### src/rtl/axis_video_pkg.sv
// Shared video stream definitions: default widths, output FIFO geometry and
// the cropper state encoding.
package axis_video_pkg;

    localparam int unsigned DEF_PIXEL_WIDTH  = 8;
    localparam int unsigned DEF_WIDTH_BITS   = 12;
    localparam int unsigned DEF_HEIGHT_BITS  = 12;

    localparam int unsigned FIFO_DEPTH = 2;
    localparam int unsigned OCC_W      = $clog2(FIFO_DEPTH + 1);

    typedef enum logic [1:0] {
        WAIT_SOF = 2'd0,
        ACTIVE   = 2'd1,
        DONE     = 2'd2
    } crop_state_e;

endpackage

### src/rtl/axis_fifo2.sv
// Two-entry register FIFO; the head entry is a flop that drives the output
// stream directly, so the output payload and valid come straight from flops.
module axis_fifo2
    import axis_video_pkg::*;
#(
    parameter int unsigned DW = 10
) (
    input  logic             clk,
    input  logic             resetn,
    input  logic             push_i,
    input  logic [DW-1:0]    push_data_i,
    input  logic             pop_ready_i,
    output logic [DW-1:0]    head_o,
    output logic             valid_o,
    output logic [OCC_W-1:0] occ_o
);

    logic [DW-1:0]    ent0_q, ent0_d;
    logic [DW-1:0]    ent1_q, ent1_d;
    logic [OCC_W-1:0] occ_q, occ_d;
    logic             valid_q, valid_d;
    logic             pop;

    // Entry 0 is always the head; a pop shifts entry 1 forward.
    always_comb begin
        ent0_d  = ent0_q;
        ent1_d  = ent1_q;
        occ_d   = occ_q;
        pop     = pop_ready_i && valid_q;
        case ({push_i, pop})
            2'b10: begin
                if (occ_q == OCC_W'(0)) ent0_d = push_data_i;
                else                    ent1_d = push_data_i;
                occ_d = occ_q + OCC_W'(1);
            end
            2'b01: begin
                ent0_d = ent1_q;
                occ_d  = occ_q - OCC_W'(1);
            end
            2'b11: begin
                if (occ_q == OCC_W'(1)) begin
                    ent0_d = push_data_i;
                end else begin
                    ent0_d = ent1_q;
                    ent1_d = push_data_i;
                end
            end
            default: ;
        endcase
        valid_d = (occ_d != OCC_W'(0));
    end

    always_ff @(posedge clk or negedge resetn) begin
        if (!resetn) begin
            ent0_q  <= '0;
            ent1_q  <= '0;
            occ_q   <= '0;
            valid_q <= 1'b0;
        end else begin
            ent0_q  <= ent0_d;
            ent1_q  <= ent1_d;
            occ_q   <= occ_d;
            valid_q <= valid_d;
        end
    end

    assign head_o  = ent0_q;
    assign valid_o = valid_q;
    assign occ_o   = occ_q;

endmodule

### src/rtl/axis_window_cropper.sv
// Crops a rectangular window out of an AXI4-Stream video frame; the window is
// captured at each start of frame and output goes through a 2-entry FIFO.
module axis_window_cropper
    import axis_video_pkg::*;
#(
    parameter int unsigned C_PIXEL_WIDTH = DEF_PIXEL_WIDTH,
    parameter int unsigned C_WIDTH_BITS  = DEF_WIDTH_BITS,
    parameter int unsigned C_HEIGHT_BITS = DEF_HEIGHT_BITS
) (
    input  logic                     clk,
    input  logic                     resetn,
    input  logic                     s_axis_tvalid,
    input  logic [C_PIXEL_WIDTH-1:0] s_axis_tdata,
    input  logic                     s_axis_tuser,
    input  logic                     s_axis_tlast,
    output logic                     s_axis_tready,
    output logic                     m_axis_tvalid,
    output logic [C_PIXEL_WIDTH-1:0] m_axis_tdata,
    output logic                     m_axis_tuser,
    output logic                     m_axis_tlast,
    input  logic                     m_axis_tready,
    input  logic [C_WIDTH_BITS-1:0]  win_left,
    input  logic [C_WIDTH_BITS-1:0]  win_width,
    input  logic [C_HEIGHT_BITS-1:0] win_top,
    input  logic [C_HEIGHT_BITS-1:0] win_height,
    output logic                     o_frame_err
);

    localparam int unsigned XW = C_WIDTH_BITS + 1;
    localparam int unsigned YW = C_HEIGHT_BITS + 1;
    localparam int unsigned DW = C_PIXEL_WIDTH + 2;
    localparam logic [XW-1:0] X_LIMIT = {1'b1, {C_WIDTH_BITS{1'b0}}};
    localparam logic [YW-1:0] Y_LIMIT = {1'b1, {C_HEIGHT_BITS{1'b0}}};

    crop_state_e              state_q, state_d;
    logic [C_WIDTH_BITS-1:0]  col_q, col_d, left_q, left_d, width_q, width_d;
    logic [C_HEIGHT_BITS-1:0] row_q, row_d, top_q, top_d, height_q, height_d;
    logic                     rdy_q, rdy_d, err_q, err_d;

    logic                     accept, push, pop;
    logic [OCC_W-1:0]         occ, occ_next;
    logic [C_WIDTH_BITS-1:0]  pix_col, eff_left, eff_width;
    logic [C_HEIGHT_BITS-1:0] pix_row, eff_top, eff_height;
    logic [XW-1:0]            x_end;
    logic [YW-1:0]            y_end;
    logic                     win_ok, in_win, last_col, last_row, push_ok;
    logic [DW-1:0]            head;

    // Pixel coordinates and the window in force for the beat on the input.
    always_comb begin
        accept     = s_axis_tvalid && rdy_q;
        pix_col    = s_axis_tuser ? '0 : col_q;
        pix_row    = s_axis_tuser ? '0 : row_q;
        eff_left   = s_axis_tuser ? win_left   : left_q;
        eff_width  = s_axis_tuser ? win_width  : width_q;
        eff_top    = s_axis_tuser ? win_top    : top_q;
        eff_height = s_axis_tuser ? win_height : height_q;
        x_end      = XW'(eff_left) + XW'(eff_width);
        y_end      = YW'(eff_top) + YW'(eff_height);
        win_ok     = (eff_width != '0) && (eff_height != '0) &&
                     (x_end <= X_LIMIT) && (y_end <= Y_LIMIT);
        in_win     = (pix_col >= eff_left) && (XW'(pix_col) < x_end) &&
                     (pix_row >= eff_top)  && (YW'(pix_row) < y_end);
        last_col   = (XW'(pix_col) == x_end - XW'(1));
        last_row   = (YW'(pix_row) == y_end - YW'(1));
    end

    always_comb begin
        state_d  = state_q;
        col_d    = col_q;
        row_d    = row_q;
        left_d   = left_q;
        width_d  = width_q;
        top_d    = top_q;
        height_d = height_q;
        err_d    = 1'b0;
        push     = 1'b0;
        push_ok  = s_axis_tuser ? win_ok : (state_q == ACTIVE);
        if (accept) begin
            if (s_axis_tlast) begin
                col_d = '0;
                row_d = pix_row + C_HEIGHT_BITS'(1);
            end else begin
                col_d = pix_col + C_WIDTH_BITS'(1);
                row_d = pix_row;
            end
            if (s_axis_tuser) begin
                left_d   = win_left;
                width_d  = win_width;
                top_d    = win_top;
                height_d = win_height;
                // A SOF mid-frame and a bad window share the single error pulse.
                err_d    = (state_q == ACTIVE) || !win_ok;
                state_d  = win_ok ? ACTIVE : WAIT_SOF;
            end
            if (push_ok && in_win) begin
                push = 1'b1;
                if (last_col && last_row) state_d = DONE;
            end
        end
    end

    // Ready is registered from the post-edge occupancy, so it never sees m_axis_tready combinationally.
    always_comb begin
        pop      = m_axis_tvalid && m_axis_tready;
        occ_next = occ + OCC_W'(push) - OCC_W'(pop);
        rdy_d    = (occ_next < OCC_W'(FIFO_DEPTH));
    end

    always_ff @(posedge clk or negedge resetn) begin
        if (!resetn) begin
            state_q  <= WAIT_SOF;
            col_q    <= '0;
            row_q    <= '0;
            left_q   <= '0;
            width_q  <= '0;
            top_q    <= '0;
            height_q <= '0;
            rdy_q    <= 1'b0;
            err_q    <= 1'b0;
        end else begin
            state_q  <= state_d;
            col_q    <= col_d;
            row_q    <= row_d;
            left_q   <= left_d;
            width_q  <= width_d;
            top_q    <= top_d;
            height_q <= height_d;
            rdy_q    <= rdy_d;
            err_q    <= err_d;
        end
    end

    axis_fifo2 #(
        .DW (DW)
    ) u_fifo (
        .clk         (clk),
        .resetn      (resetn),
        .push_i      (push),
        .push_data_i ({s_axis_tdata,
                       (pix_col == eff_left) && (pix_row == eff_top),
                       last_col}),
        .pop_ready_i (m_axis_tready),
        .head_o      (head),
        .valid_o     (m_axis_tvalid),
        .occ_o       (occ)
    );

    assign {m_axis_tdata, m_axis_tuser, m_axis_tlast} = head;
    assign s_axis_tready = rdy_q;
    assign o_frame_err   = err_q;

endmodule

### config.mk
export PLATFORM = sky130hd
export DESIGN_NAME = axis_window_cropper
export DESIGN_NICKNAME = d
export VERILOG_FILES = /design/src/rtl/axis_video_pkg.sv /design/src/rtl/axis_fifo2.sv /design/src/rtl/axis_window_cropper.sv
export SDC_FILE = /design/constraint.sdc
export NUM_CORES = 1
export LEC_CHECK = 0
export ABC_AREA = 0
export BUFFER_PORTS_ARGS = -buffer_cell sky130_fd_sc_hd__buf_2
export CORE_UTILIZATION = 61
export DETAILED_ROUTE_END_ITERATION = 8
export PLACE_DENSITY_LB_ADDON = 0.08
export SYNTH_ARGS = -nofsm -noshare
export SYNTH_HDL_FRONTEND = slang
export SYNTH_SLANG_ARGS = --single-unit
export TNS_END_PERCENT = 20
### constraint.sdc
create_clock -name clk -period 6 [get_ports clk]
set_input_delay 1.2 -clock clk [delete_from_list [all_inputs] [get_ports clk]]
set_output_delay 1.2 -clock clk [all_outputs]
set_load 0.01 [all_outputs]
**Word-level counts from Yosys, hierarchy flattened**

Index checks and enable logic that the tools add are counted.

- Register bits after elaboration: 99
- Output and inout bits: 13
- Word-level logic and storage cells: 87

- Add/subtract/negate cells: 10
- Equality and inequality tests: 12
- Mux-type cells: 24
- Reduce and logical (&&, ||, !) cells: 21
- Magnitude comparators: 7

Operators by type and width:

| operator | count |
|---|---|
| 2-to-1 mux 12 bit | 8 |
| 2-to-1 mux 10 bit | 4 |
| case mux 10 bit (3 select lines) | 1 |
| adder 12 x 12 -> 13 bit | 2 |
| equality test 12 x 13 -> 1 bit | 2 |
| less-or-equal comparator 13 bit (second input constant) | 2 |
| less-than comparator 12 x 13 -> 1 bit | 2 |
| subtractor 13 x 1 -> 13 bit (second input constant) | 2 |
| adder 12 x 1 -> 12 bit (second input constant) | 2 |
| equality test 12 bit | 2 |
| greater-or-equal comparator 12 bit | 2 |
| nonzero test 12 bit | 2 |
| case mux 10 bit (2 select lines) | 1 |
| logical AND 1 bit | 11 |
| equality test 2 x 1 -> 1 bit (second input constant) | 3 |
| 2-to-1 mux 1 bit | 6 |
| 2-to-1 mux 2 bit | 3 |
| equality test 2 bit (second input constant) | 2 |
| inequality test 2 bit (second input constant) | 2 |
| case mux 2 bit (2 select lines) | 1 |
| nonzero test 2 bit | 2 |
| AND reduction 3 bit | 1 |
| nonzero test 3 bit | 1 |
| adder 2 x 1 -> 2 bit | 1 |
| other kinds (9) | 9 |

**Depth between registers and ports, before layout**

Gate-level depths: netlist of run 1.

- Depth after elaboration: 12
- Gate-level depth with buffers: 28
- Depth with buffers taken out: 22

**Hierarchy**

Synthesis of run 1 repeated with hierarchy kept, for this count alone.

- Cells, all modules: 937
- Area, all modules: 8,625.8 sq um

Modules (own cells, without submodules):

| module | times used | cells each | sequential area each (sq um) | area an instance (sq um) |
|---|---|---|---|---|
| axis_window_cropper | 1 | 829 | 1,901.8 | 7,459.7 |
| axis_fifo2 | 1 | 108 | 575.6 | 1,166.1 |

**Worst setup path before layout of run 1**

Ideal clock, no wire load.

- Kind: input to register
- From: input s_axis_tuser
- To: register u_fifo.ent1_q[0]
- Arrival: 6.919 ns
- Required time: 5.875 ns
- Path slack: -1.044 ns
- Library setup time: 0.125 ns
- Stages: 24
- Path through: clkbuf_1 > buf_1 > clkbuf_1 > buf_1 > mux2_2 > ha_1 > fa_1 > a211oi_1 > o21ai_1 > nand2_1 > xor2_1 > ha_1 > a21o_1 > a211o_1 > o221a_2 > o21bai_1 > nand4_1 > or2_1 > inv_1 > ha_1 > nand2_1 > o211ai_1 > clkbuf_1 > mux2_2

- Word-level cells in the longest chain between the ends: 12
- Elaborated cells between the ends (all ways): 37
- Those cells by class: add/sub (3); order compare (6); eq/ne (5); mux (12); reduce/logical (11)

Ends and longest elaborated chain:

| what | line | text |
|---|---|---|
| start: declaration | axis_window_cropper.sv:14 | `input logic s_axis_tuser,` |
| 2-to-1 mux 12 bit (*) | -- |  |
| named net eff_height[0] | axis_window_cropper.sv:43 | `logic [C_HEIGHT_BITS-1:0] pix_row, eff_top, eff_height;` |
| branches (longest 5 deep; another with adder 12 x 12 -> 13 bit) | -- |  |
| logical AND 1 bit (*) | axis_window_cropper.sv:96 | `if (push_ok && in_win) begin` |
| 2-to-1 mux 1 bit (*) | axis_window_cropper.sv:96 |  |
| 2-to-1 mux 1 bit (*) | axis_window_cropper.sv:79 | `if (accept) begin` |
| equality test 2 bit | axis_fifo2.sv:30 | `case ({push_i, pop})` |
| inequality test 2 bit (no line) / nonzero test 2 bit (equally long branches) | -- |  |
| AND reduction 3 bit (no line) | -- |  |
| end signal: assignment | axis_fifo2.sv:61 | `ent1_q <= ent1_d;` |
| end: declaration | axis_fifo2.sv:19 | `logic [DW-1:0] ent1_q, ent1_d;` |

Mark *: on every way through the listed nets, which the timed path passes. The select of a mux whose other input is x is not followed.
A chain may end at the register's enable or synchronous reset.

**Final worst setup path of run 1**

- From: input s_axis_tuser
- To: register u_fifo.ent1_q[0]

- Word-level cells in the longest chain between the ends: 12
- Elaborated cells between the ends (all ways): 37
- Those cells by class: add/sub (3); order compare (6); eq/ne (5); mux (12); reduce/logical (11)

Ends and longest elaborated chain:

| what | line | text |
|---|---|---|
| 2-to-1 mux 12 bit (*) | -- |  |
| named net eff_width[9] | axis_window_cropper.sv:42 | `logic [C_WIDTH_BITS-1:0] pix_col, eff_left, eff_width;` |
| adder 12 x 12 -> 13 bit / nonzero test 12 bit (equally long branches) | axis_window_cropper.sv:58, axis_window_cropper.sv:60 |  |
| less-or-equal comparator 13 bit, or another cell as far along | axis_window_cropper.sv:61 | `(x_end <= X_LIMIT) && (y_end <= Y_LIMIT);` |
| logical AND 1 bit (on tied branches) | axis_window_cropper.sv:60, axis_window_cropper.sv:62 |  |
| logical AND 1 bit (on tied branches) | axis_window_cropper.sv:61, axis_window_cropper.sv:62 |  |
| 2-to-1 mux 1 bit / logical AND 1 bit (equally long branches) | axis_window_cropper.sv:78, axis_window_cropper.sv:63 |  |
| logical AND 1 bit | axis_window_cropper.sv:96 |  |
| 2-to-1 mux 1 bit | axis_window_cropper.sv:96 |  |
| 2-to-1 mux 1 bit | axis_window_cropper.sv:79 |  |
| equality test 2 bit | axis_fifo2.sv:30 |  |
| inequality test 2 bit (no line) / nonzero test 2 bit (equally long branches) | -- |  |
| AND reduction 3 bit (no line) | -- |  |

Mark *: on every way through the listed nets, which the timed path passes. The rest lies on a longest branch. The select of a mux whose other input is x is not followed.

==> results of run 1 <==
## registers in the layout, indices dropped and copies added, names as in the netlist
register	cells
s_axis_tready	1
o_frame_err	1
height_q	12
u_fifo.valid_o	1
u_fifo.head_o	10
top_q	12
state_q	2
row_q	12
width_q	12
u_fifo.ent1_q	10
left_q	12
col_q	12
u_fifo.occ_o	2
## cells by family (layout without fill, tap and decap cells)
logic type               after synthesis  in the layout  synth area share
buffers and inverters                 89            187            0.0398
multiplexers                         108            108             0.138
AO/OA/AOI/OAI                        207            207             0.169
XOR/XNOR                              52             52            0.0599
adder cells (fa/ha/maj)               86             86             0.128
flip-flops                            99             99             0.290
AND/OR/NAND/NOR                      271            271             0.176
## final cells by class
cell class,instances,area [sq um]
multi-input cells,724,5780
fillers,1039,3720
flip-flops and latches,99,2480
repair buffers,118,722
clock buffers,11,253
well taps,176,220
inverters,53,199
clock inverters,5,82.6
## worst max-delay path, cell delays in order
cell	delay, ns
buf_6	0.21
buf_12	0.20
mux2_2	0.35
ha_1	0.38
inv_1	0.12
o311a_1	0.42
nor4bb_1	0.17
a211o_1	0.31
inv_1	0.11
ha_1	0.25
a21oi_1	0.26
nand2b_1	0.10
a21oi_1	0.13
o211ai_1	0.11
nand4b_1	0.17
nand4_1	0.14
or2_1	0.27
inv_1	0.10
ha_1	0.25
nand2_1	0.07
o211ai_1	0.09
buf_4	0.23
mux2_2	0.36
## cell usage after synthesis (21+ instances only)
cell type / number / area share
a21o_1: 21 / 0.018
a21oi_1: 42 / 0.025
clkbuf_1: 21 / 0.0092
dfrtp_1: 99 / 0.29
ha_1: 84 / 0.12
inv_1: 52 / 0.023
mux2_2: 82 / 0.11
mux2i_1: 26 / 0.030
nand2_1: 58 / 0.025
nand3_1: 27 / 0.016
nor2_1: 38 / 0.017
nor2b_1: 26 / 0.019
o21ai_0: 38 / 0.022
xnor2_1: 31 / 0.032
## routing by layer
| metal | global-route usage | wire length (microns) | up-vias |
|---|---|---|---|
| met5 | 0 | 0 | - |
| met4 | 0.0934 | 537 | 0 |
| met3 | 0.0453 | 1050 | 48 |
| met2 | 0.529 | 10300 | 247 |
| met1 | 0.421 | 10100 | 3545 |
| li1 | - | - | 3565 |
## layout by cell type (no fill, tap or decap), types with 4 or more instances in the layout
master,Yosys,layout
o211ai_1,14,14
a21oi_1,42,40
clkbuf_16,0,9
o21a_1,7,7
nand4_1,18,18
mux2_2,82,82
nand4b_1,6,6
a21oi_2,2,4
mux2i_1,26,25
or2_2,5,5
ha_1,84,83
nand2_1,58,57
or3_1,6,6
nand3b_1,5,5
a31oi_1,5,5
xor2_1,17,16
o22ai_1,4,4
and4_1,4,4
o21ai_1,5,5
xnor2_1,31,31
nand3_1,27,27
a211o_1,5,5
nand2b_1,11,11
o31ai_1,5,4
buf_4,0,44
a21o_1,21,21
nor4_1,13,13
buf_2,5,72
nor3b_1,8,8
nor2_1,38,37
inv_1,52,52
a22o_1,6,6
and3_1,10,10
and2_1,8,8
dfrtp_1,99,99
a211oi_1,8,6
nor2b_1,26,26
a22oi_1,10,10
nor3_1,14,14
o21ai_0,38,38
## how the worst max path moves through the flow
stage,to,slack (ns)
after floorplan,u_fifo.ent1_q[0],0.03
after global placement,u_fifo.head_o[3],-0.04
after detailed placement,u_fifo.head_o[4],-0.23
after CTS,u_fifo.head_o[4],0.07
after global routing,u_fifo.ent1_q[0],0.008
final,u_fifo.ent1_q[0],0.21
## power breakdown
group	total, mW	internal (mW)	switching, mW
logic	2.26	1.03	1.24
clock network	0.647	0.391	0.256
registers	0.940	0.832	0.108
## metrics by stage
| stage | cell area [sq um] | setup TNS, ns | util | instances | setup WS [ns] |
|---|---|---|---|---|---|
| floorplan | 8620 | 0 | - | 912 | 0.0298 |
| global placement | 9370 | -0.348 | 0.696 | 1170 | -0.0427 |
| detailed placement | 9370 | -2.79 | 0.696 | 1170 | -0.230 |
| CTS | 9700 | 0 | 0.721 | 1186 | 0.0746 |
| global route | 9740 | 0 | 0.724 | 1186 | 0.00787 |
| finish | 9740 | 0 | 0.724 | 1186 | 0.212 |
## repair_timing
action,in CTS,in global routing
hold endpoints to repair,0,0
resized for setup,0,7
endpoints found under the setup margin,0,21
==> impl_metrics.toml, run 1 <==
[global_routing]
grt_pass1_wl_microns = 36000
grt_remaining_overflow = 0
grt_pass1_vias = 7284
grt_max_degree = 60
grt_antenna_before_repair = 0
grt_util_all_layers = 0.315

[sta]
whs_ns = 0.491
tightest_slew_ns = 0.765
hold_violations = 0
final_max_slew_viol_count = 0
max_freq_mhz = 173
fin_crit_ns = 5.79
finalClockSkew_ns = 0.00947
max_slew_margin = 0.490
grt_setup_unrepaired = "false"
fin_crit_sh = 0.965
finalSetupViolCount = 0

[detailed_routing]
wl_per_cell_microns = 18.5
wirelength_microns = 22000
num_vias = 7405
drc = 0
vias_per_cell = 6.24
dr.pass1.iters = 7
drt_iter0_drc = 465
ant_nets = 0

[power]
p_total_mw = 3.85
p_leak_nw = 4.61
ir_worst_vdd_v = 0.000262
p_per_area_mw_per_mm2 = 396

[critical_path]
worstPathArrival_ns = 6.01
cp-startpoint = "s_axis_tuser"
required_ns = 6.23
reg2reg_from = "left_q[7]"
critPathKind = "in -> reg"
r2r_end = "u_fifo.ent1_q[0]"
r2r_setup_slack_ns = 1.09
critPathCaptureType = "register"
crit_path_start_kind = "primary input"
path_max_fanout = 20
r2r_cells = 22

[clock_network]
htree_levels = 3
clock-root-buffer = "clkbuf_16"
ctsHoldBuffers = 0
post_cts_buffers = 0
clkTransAtPathRegs_ns = 0.07
cts_num_sinks = 99
clk_latency_ns = 0.35
clockBufferDepth = 2
cts_buffers = 9
cts_tree = "done"

[logic_synthesis]
syn_area_per_cell_sq_um = 9.37
ys_warn_count = 0
synthArstFlopShare = 1.00
synthesis.nets = 1060
syn_area_sq_mm = 0.00855
synth_seq_cells = 99
synth_cell_types = 77
seq_area_frac_synth = 0.290
synth_cells = 912
synth_edf_count = 0
yosys_most_used_dff = "dfrtp_1"

[hold_path]
hold_class = "reg -> reg"
min_to = "state_q[1]"
holdPathStages = 1
min_from = "state_q[1]"

[floorplanning]
initial_utilization = 0.635
dieArea_sq_mm = 0.0145
coreArea_sq_mm = 0.0135
io_pins = 75
die_w_microns = 120
std_cell_rows = 42
die_height_microns = 120

[layout]
drive_gt1_frac = 0.242
diodes = 0
finalNetCount = 1153
area_growth_pct = 13.9

[place]
globalplace.congestion = 0.984
port_buffers = 74
hpwl_microns = 17300

[status]
outcome = "finished clean"

[run]
maxCapViolations = 0
Note: power is estimated with default switching activity, not from simulation.
==> run 2, diff against run 1 <==
--- a/config.mk
+++ b/config.mk
@@ -5,9 +5,10 @@
 export SDC_FILE = /design/constraint.sdc
 export NUM_CORES = 1
 export LEC_CHECK = 0
-export ABC_AREA = 0
+export ABC_AREA = 1
 export BUFFER_PORTS_ARGS = -buffer_cell sky130_fd_sc_hd__buf_2
-export CORE_UTILIZATION = 61
+export CORE_UTILIZATION = 62
+export CTS_CLUSTER_DIAMETER = 150
 export DETAILED_ROUTE_END_ITERATION = 8
 export PLACE_DENSITY_LB_ADDON = 0.08
 export SYNTH_ARGS = -nofsm -noshare
==> impl_metrics.toml, run 2 <==
[floorplanning]
io_pins = 75
initial_utilization = 0.634
die_height_microns = 121
die_w_microns = 121
dieArea_sq_mm = 0.0147
std_cell_rows = 43
coreArea_sq_mm = 0.0139

[layout]
final_core_util = 0.696
finalNetCount = 1550
drive_gt1_frac = 0.115
layout_common_cells = "383 x nand2_1, 228 x inv_1, 107 x o21ai_0"
final_cells = 1587
area_growth_pct = 9.87
final_common_cell = "nand2_1"
diodes = 0

[clock_network]
ctsResizeCount = 0
cts_num_sinks = 99
ctsHoldBuffers = 0
cts_tree = "done"
htree_levels = 3
clk_latency_ns = 0.36
clock-root-buffer = "clkbuf_16"
clockBufferDepth = 2
cts_buffers = 9
post_cts_buffers = 0
clkTransAtPathRegs_ns = 0.08

[logic_synthesis]
synth_commonest_cells = "383 x nand2_1, 228 x inv_1, 108 x o21ai_0, 99 x dfrtp_1, 99 x nor2_1"
syn_area_per_cell_sq_um = 6.59
synthTopCellsByArea = "dfrtp_1 28%, nand2_1 16%, ha_1 12%, inv_1 9.7%, o21ai_0 6.1%"
synth_edf_count = 0
yosys_most_used_dff = "dfrtp_1"
synth_cell_types = 44
synthArstFlopShare = 1.00
synth_cells = 1335
yosysTopAreaCell = "dfrtp_1"
ys_warn_count = 0
synthesis.nets = 1483
synth_most_common_cell = "nand2_1"
syn_area_sq_mm = 0.00880
seq_area_frac_synth = 0.282
synth_seq_cells = 99
synthDominantCellAreaShare = 0.282

[sta]
setup_slack_ns = 0.578
whs_ns = 0.485
fin_tns_setup_ns = 0
final_max_slew_viol_count = 0
max_freq_mhz = 184
fin_crit_ns = 5.42
hold_violations = 0
max_slew_margin = 0.294
fin_crit_sh = 0.904
finalClockSkew_ns = 0.0110
tightest_slew_ns = 1.06
finalSetupViolCount = 0
grt_setup_unrepaired = "false"

[critical_path]
crit_slowest_cell = "o21ai_0"
crit_path_frequent_cell = "nand2_1"
path_max_fanout = 60
cp_slowest_stage_delay_ns = 0.49
r2r_setup_slack_ns = 1.50
crit_path_start_kind = "primary input"
critPathCaptureType = "register"
critPathKind = "in -> reg"
worstPathArrival_ns = 5.67
required_ns = 6.24

[power]
ir_worst_vdd_v = 0.000251
p_per_area_mw_per_mm2 = 390
p_leak_nw = 5.37

[detailed_routing]
num_vias = 8659
ant_nets = 0
wl_per_cell_microns = 14.1
drt_iter0_drc = 619
vias_per_cell = 5.46
drc = 0
dr.pass1.iters = 6
wirelength_microns = 22400

[place]
numPlacedInstances = 1571
dp_slack_ns = 0.111
port_buffers = 74
globalplace.congestion = 0.947
hpwl_microns = 17500

[hold_path]
hold_class = "reg -> reg"

[global_routing]
grt_max_degree = 73
grt_antenna_before_repair = 0
grt_remaining_overflow = 0
grt_pass1_vias = 7972
grt_pass1_wl_microns = 37000
grt_util_all_layers = 0.322

[status]
outcome = "finished clean"

[run]
maxCapViolations = 0
[run 2: changes by cell type after synthesis, sizes merged, moves of 10 or more]
cell,delta
mux2,-82
nor2,+71
inv,+181
a22oi,-10
a21o,-21
nor2b,-27
xnor2,-22
o211ai,-11
nand2b,-10
nand2,+353
nand3,+67
o21ai,+67
mux2i,-26
[run 2: per-stage QoR]
stage | total power [mW] | instance area (sq um)
2_1_floorplan | 2.63 | 8800
3_3_place_gp | 3.10 | 9380
3_5_place_dp | 3.16 | 9380
4_1_cts | 3.75 | 9670
5_1_grt | 4.13 | 9670
6_report | 3.77 | 9670
[run 2: final cells by class]
type	count	area, sq um
multi-input cells	972	5320
fillers	1267	4220
flip-flops and latches	99	2480
inverters	237	890
repair buffers	83	465
clock buffers	11	243
well taps	180	225
clock inverters	5	42.5
[run 2: power by group]
| group | switching, mW | internal (mW) | total, mW | leakage (nW) |
|---|---|---|---|---|
| sequential | 0.122 | 0.886 | 1.01 | 1.27 |
| combinational | 1.44 | 0.745 | 2.19 | 3.95 |
| clock | 0.274 | 0.299 | 0.573 | 0.142 |
[run 2: path summary, 6_finish.rpt]
| kind | from | to | depth (start not counted) |
|---|---|---|---|
| max | s_axis_tuser | u_fifo.head_o[9] | 28 |
| min | top_q[3] | top_q[3] | 2 |
| max reg2reg | top_q[3] | u_fifo.head_o[9] | 28 |
| min reg2reg | top_q[3] | top_q[3] | 2 |
| max in group asynchronous | resetn | u_fifo.head_o[9] | 2 |
| min in group asynchronous | resetn | width_q[7] | 1 |
[run 2: layer usage]
layer,routed length [microns],up-vias,track usage
li1,-,4397,-
met1,10300,3964,0.428
met2,10200,248,0.524
met3,1290,50,0.0569
met4,592,0,0.116
met5,0,-,0
[run 2: logic make-up after synthesis]
| kind of cell | synth area share |
|---|---|
| XOR/XNOR | 0.0269 |
| AO/OA/AOI/OAI | 0.116 |
| AND/OR/NAND/NOR | 0.339 |
| adder cells (fa/ha/maj) | 0.124 |
| flip-flops | 0.282 |
| buffers and inverters | 0.113 |
[run 2: critical path: cells and delay by family]
kind,cells,cell delay (ns)
simple gates,15,1.52
compound gates,6,1.33
fa+ha+maj,3,1.04
buf+inv,4,0.56
==> run 3, diff against run 2 <==
--- a/config.mk
+++ b/config.mk
@@ -11,6 +11,7 @@
 export CTS_CLUSTER_DIAMETER = 150
 export DETAILED_ROUTE_END_ITERATION = 8
 export PLACE_DENSITY_LB_ADDON = 0.08
+export REMOVE_ABC_BUFFERS = 1
 export SYNTH_ARGS = -nofsm -noshare
 export SYNTH_HDL_FRONTEND = slang
 export SYNTH_SLANG_ARGS = --single-unit
==> impl_metrics.toml, run 3 (synthesis gave the netlist of run 2 again) <==
[floorplanning]
die_height_microns = 121
io_pins = 75
std_cell_rows = 43
die_w_microns = 121
initial_utilization = 0.634
dieArea_sq_mm = 0.0147
coreArea_sq_mm = 0.0139

[clock_network]
ctsHoldBuffers = 0
htree_levels = 3
clock-root-buffer = "clkbuf_16"
clk_latency_ns = 0.36
cts_tree = "done"
clockBufferDepth = 2
clkTransAtPathRegs_ns = 0.07
cts_buffers = 9
cts_num_sinks = 99

[detailed_routing]
vias_per_cell = 5.39
wl_per_cell_microns = 13.4
num_vias = 8567
wirelength_microns = 21200
dr.pass1.iters = 7
drc = 0
drt_iter0_drc = 552
ant_nets = 0

[critical_path]
crit_path_start_kind = "primary input"
reg2reg_from = "top_q[0]"
critical-path-top-delay-family = "adder cells"
critPathBufInv = 4
r2r_setup_slack_ns = 1.50
r2r_end = "u_fifo.head_o[9]"
path_max_fanout = 12
r2r_cells = 27
crit_path_frequent_cell = "nand2_1"
critPathKind = "in -> reg"
worstPathArrival_ns = 5.74
required_ns = 6.25
cp_slowest_stage_delay_ns = 0.41
critPathCaptureType = "register"
crit_slowest_cell = "fa_2"

[layout]
fillCellCount = 1216
seqCellArea_sq_mm = 0.00248
drive_gt1_frac = 0.118
final_cells = 1588
final_common_cell = "nand2_1"
diodes = 0
layout_common_cells = "382 x nand2_1, 228 x inv_1, 108 x o21ai_0"
area_growth_pct = 10.6
finalNetCount = 1551
multiInputGateArea_sq_mm = 0.00533

[sta]
finalClockSkew_ns = 0.00726
final_max_slew_viol_count = 0
max_freq_mhz = 182
tightest_slew_ns = 1.10
max_slew_margin = 0.268
fin_crit_ns = 5.49
fin_crit_sh = 0.915
hold_violations = 0
finalSetupViolCount = 0
grt_setup_unrepaired = "false"

[hold_path]
holdPathStages = 2
min_to = "top_q[6]"
min_from = "top_q[6]"
hold_class = "reg -> reg"

[global_routing]
grt_pass1_wl_microns = 36200
grt_antenna_before_repair = 0
grt_max_degree = 73
grt_util_all_layers = 0.311
grt_pass1_vias = 7923
grt_remaining_overflow = 0

[status]
outcome = "finished clean"

[place]
hpwl_microns = 16500
port_buffers = 74
numPlacedInstances = 1572
globalplace.congestion = 1.02

[power]
p_leak_nw = 5.39
p_total_mw = 3.80
p_per_area_mw_per_mm2 = 391
ir_worst_vdd_v = 0.000209

[run]
maxCapViolations = 0
run 3: worst max-delay path by stage:
stage / startpoint / to / slack (ns) / cells after the start
2_1_floorplan: s_axis_tuser / u_fifo.head_o[9] / -0.20 / 26
3_3_place_gp: s_axis_tuser / u_fifo.ent1_q[1] / 0.28 / 30
3_5_place_dp: s_axis_tuser / u_fifo.ent1_q[1] / 0.09 / 30
4_1_cts: s_axis_tuser / u_fifo.ent1_q[1] / 0.38 / 30
5_1_grt: s_axis_tuser / u_fifo.head_o[9] / 0.09 / 29
6_report: s_axis_tuser / u_fifo.head_o[9] / 0.51 / 29
run 3: power by group:
part / internal (mW) / switching, mW / total, mW / leakage (nW)
clock network: 0.381 / 0.279 / 0.660 / 0.160
registers: 0.885 / 0.112 / 0.997 / 1.27
logic: 0.743 / 1.40 / 2.15 / 3.96
total: 2.01 / 1.79 / 3.80 / 5.39
run 3: per-layer routing:
layer	wire, microns	global-route usage
met1	9480	0.383
met2	10200	0.541
met3	840	0.0526
met4	660	0.122
met5	0	0
run 3: layout make-up:
cell class | instances | share of cell area
Inverter | 237 | 0.0915
Tap cell | 180 | 0.0232
Timing Repair Buffer | 84 | 0.0486
Multi-Input combinational cell | 972 | 0.548
Sequential cell | 99 | 0.255
Clock inverter | 6 | 0.00965
Clock buffer | 10 | 0.0246
run 3: metrics by stage:
step | setup slack [ns] | cell area [sq um] | hold WS [ns] | setup TNS (ns) | util
after floorplan | -0.204 | 8690 | 0.448 | -1.29 | -
after global placement | 0.280 | 9390 | 0.462 | 0 | 0.676
after detailed placement | 0.0868 | 9390 | 0.468 | 0 | 0.676
after CTS | 0.380 | 9720 | 0.485 | 0 | 0.700
after global routing | 0.0885 | 9730 | 0.505 | 0 | 0.701
final | 0.511 | 9730 | 0.484 | 0 | 0.701
run 3: worst register-to-register path: cells and delay by family, from the launching register on:
kind,cells,cell delay (ns)
flops,1,0.40
simple gates,15,1.31
buf+inv,1,0.17
compound gates,7,1.20
fa+ha+maj,4,1.30
run 3: repair_timing:
item / 4_1_cts / 5_1_grt
gates resized for setup: 0 / 4
setup buffers: 0 / 0
endpoints found under the setup margin: 0 / 11
endpoints found under the hold margin: 0 / 0
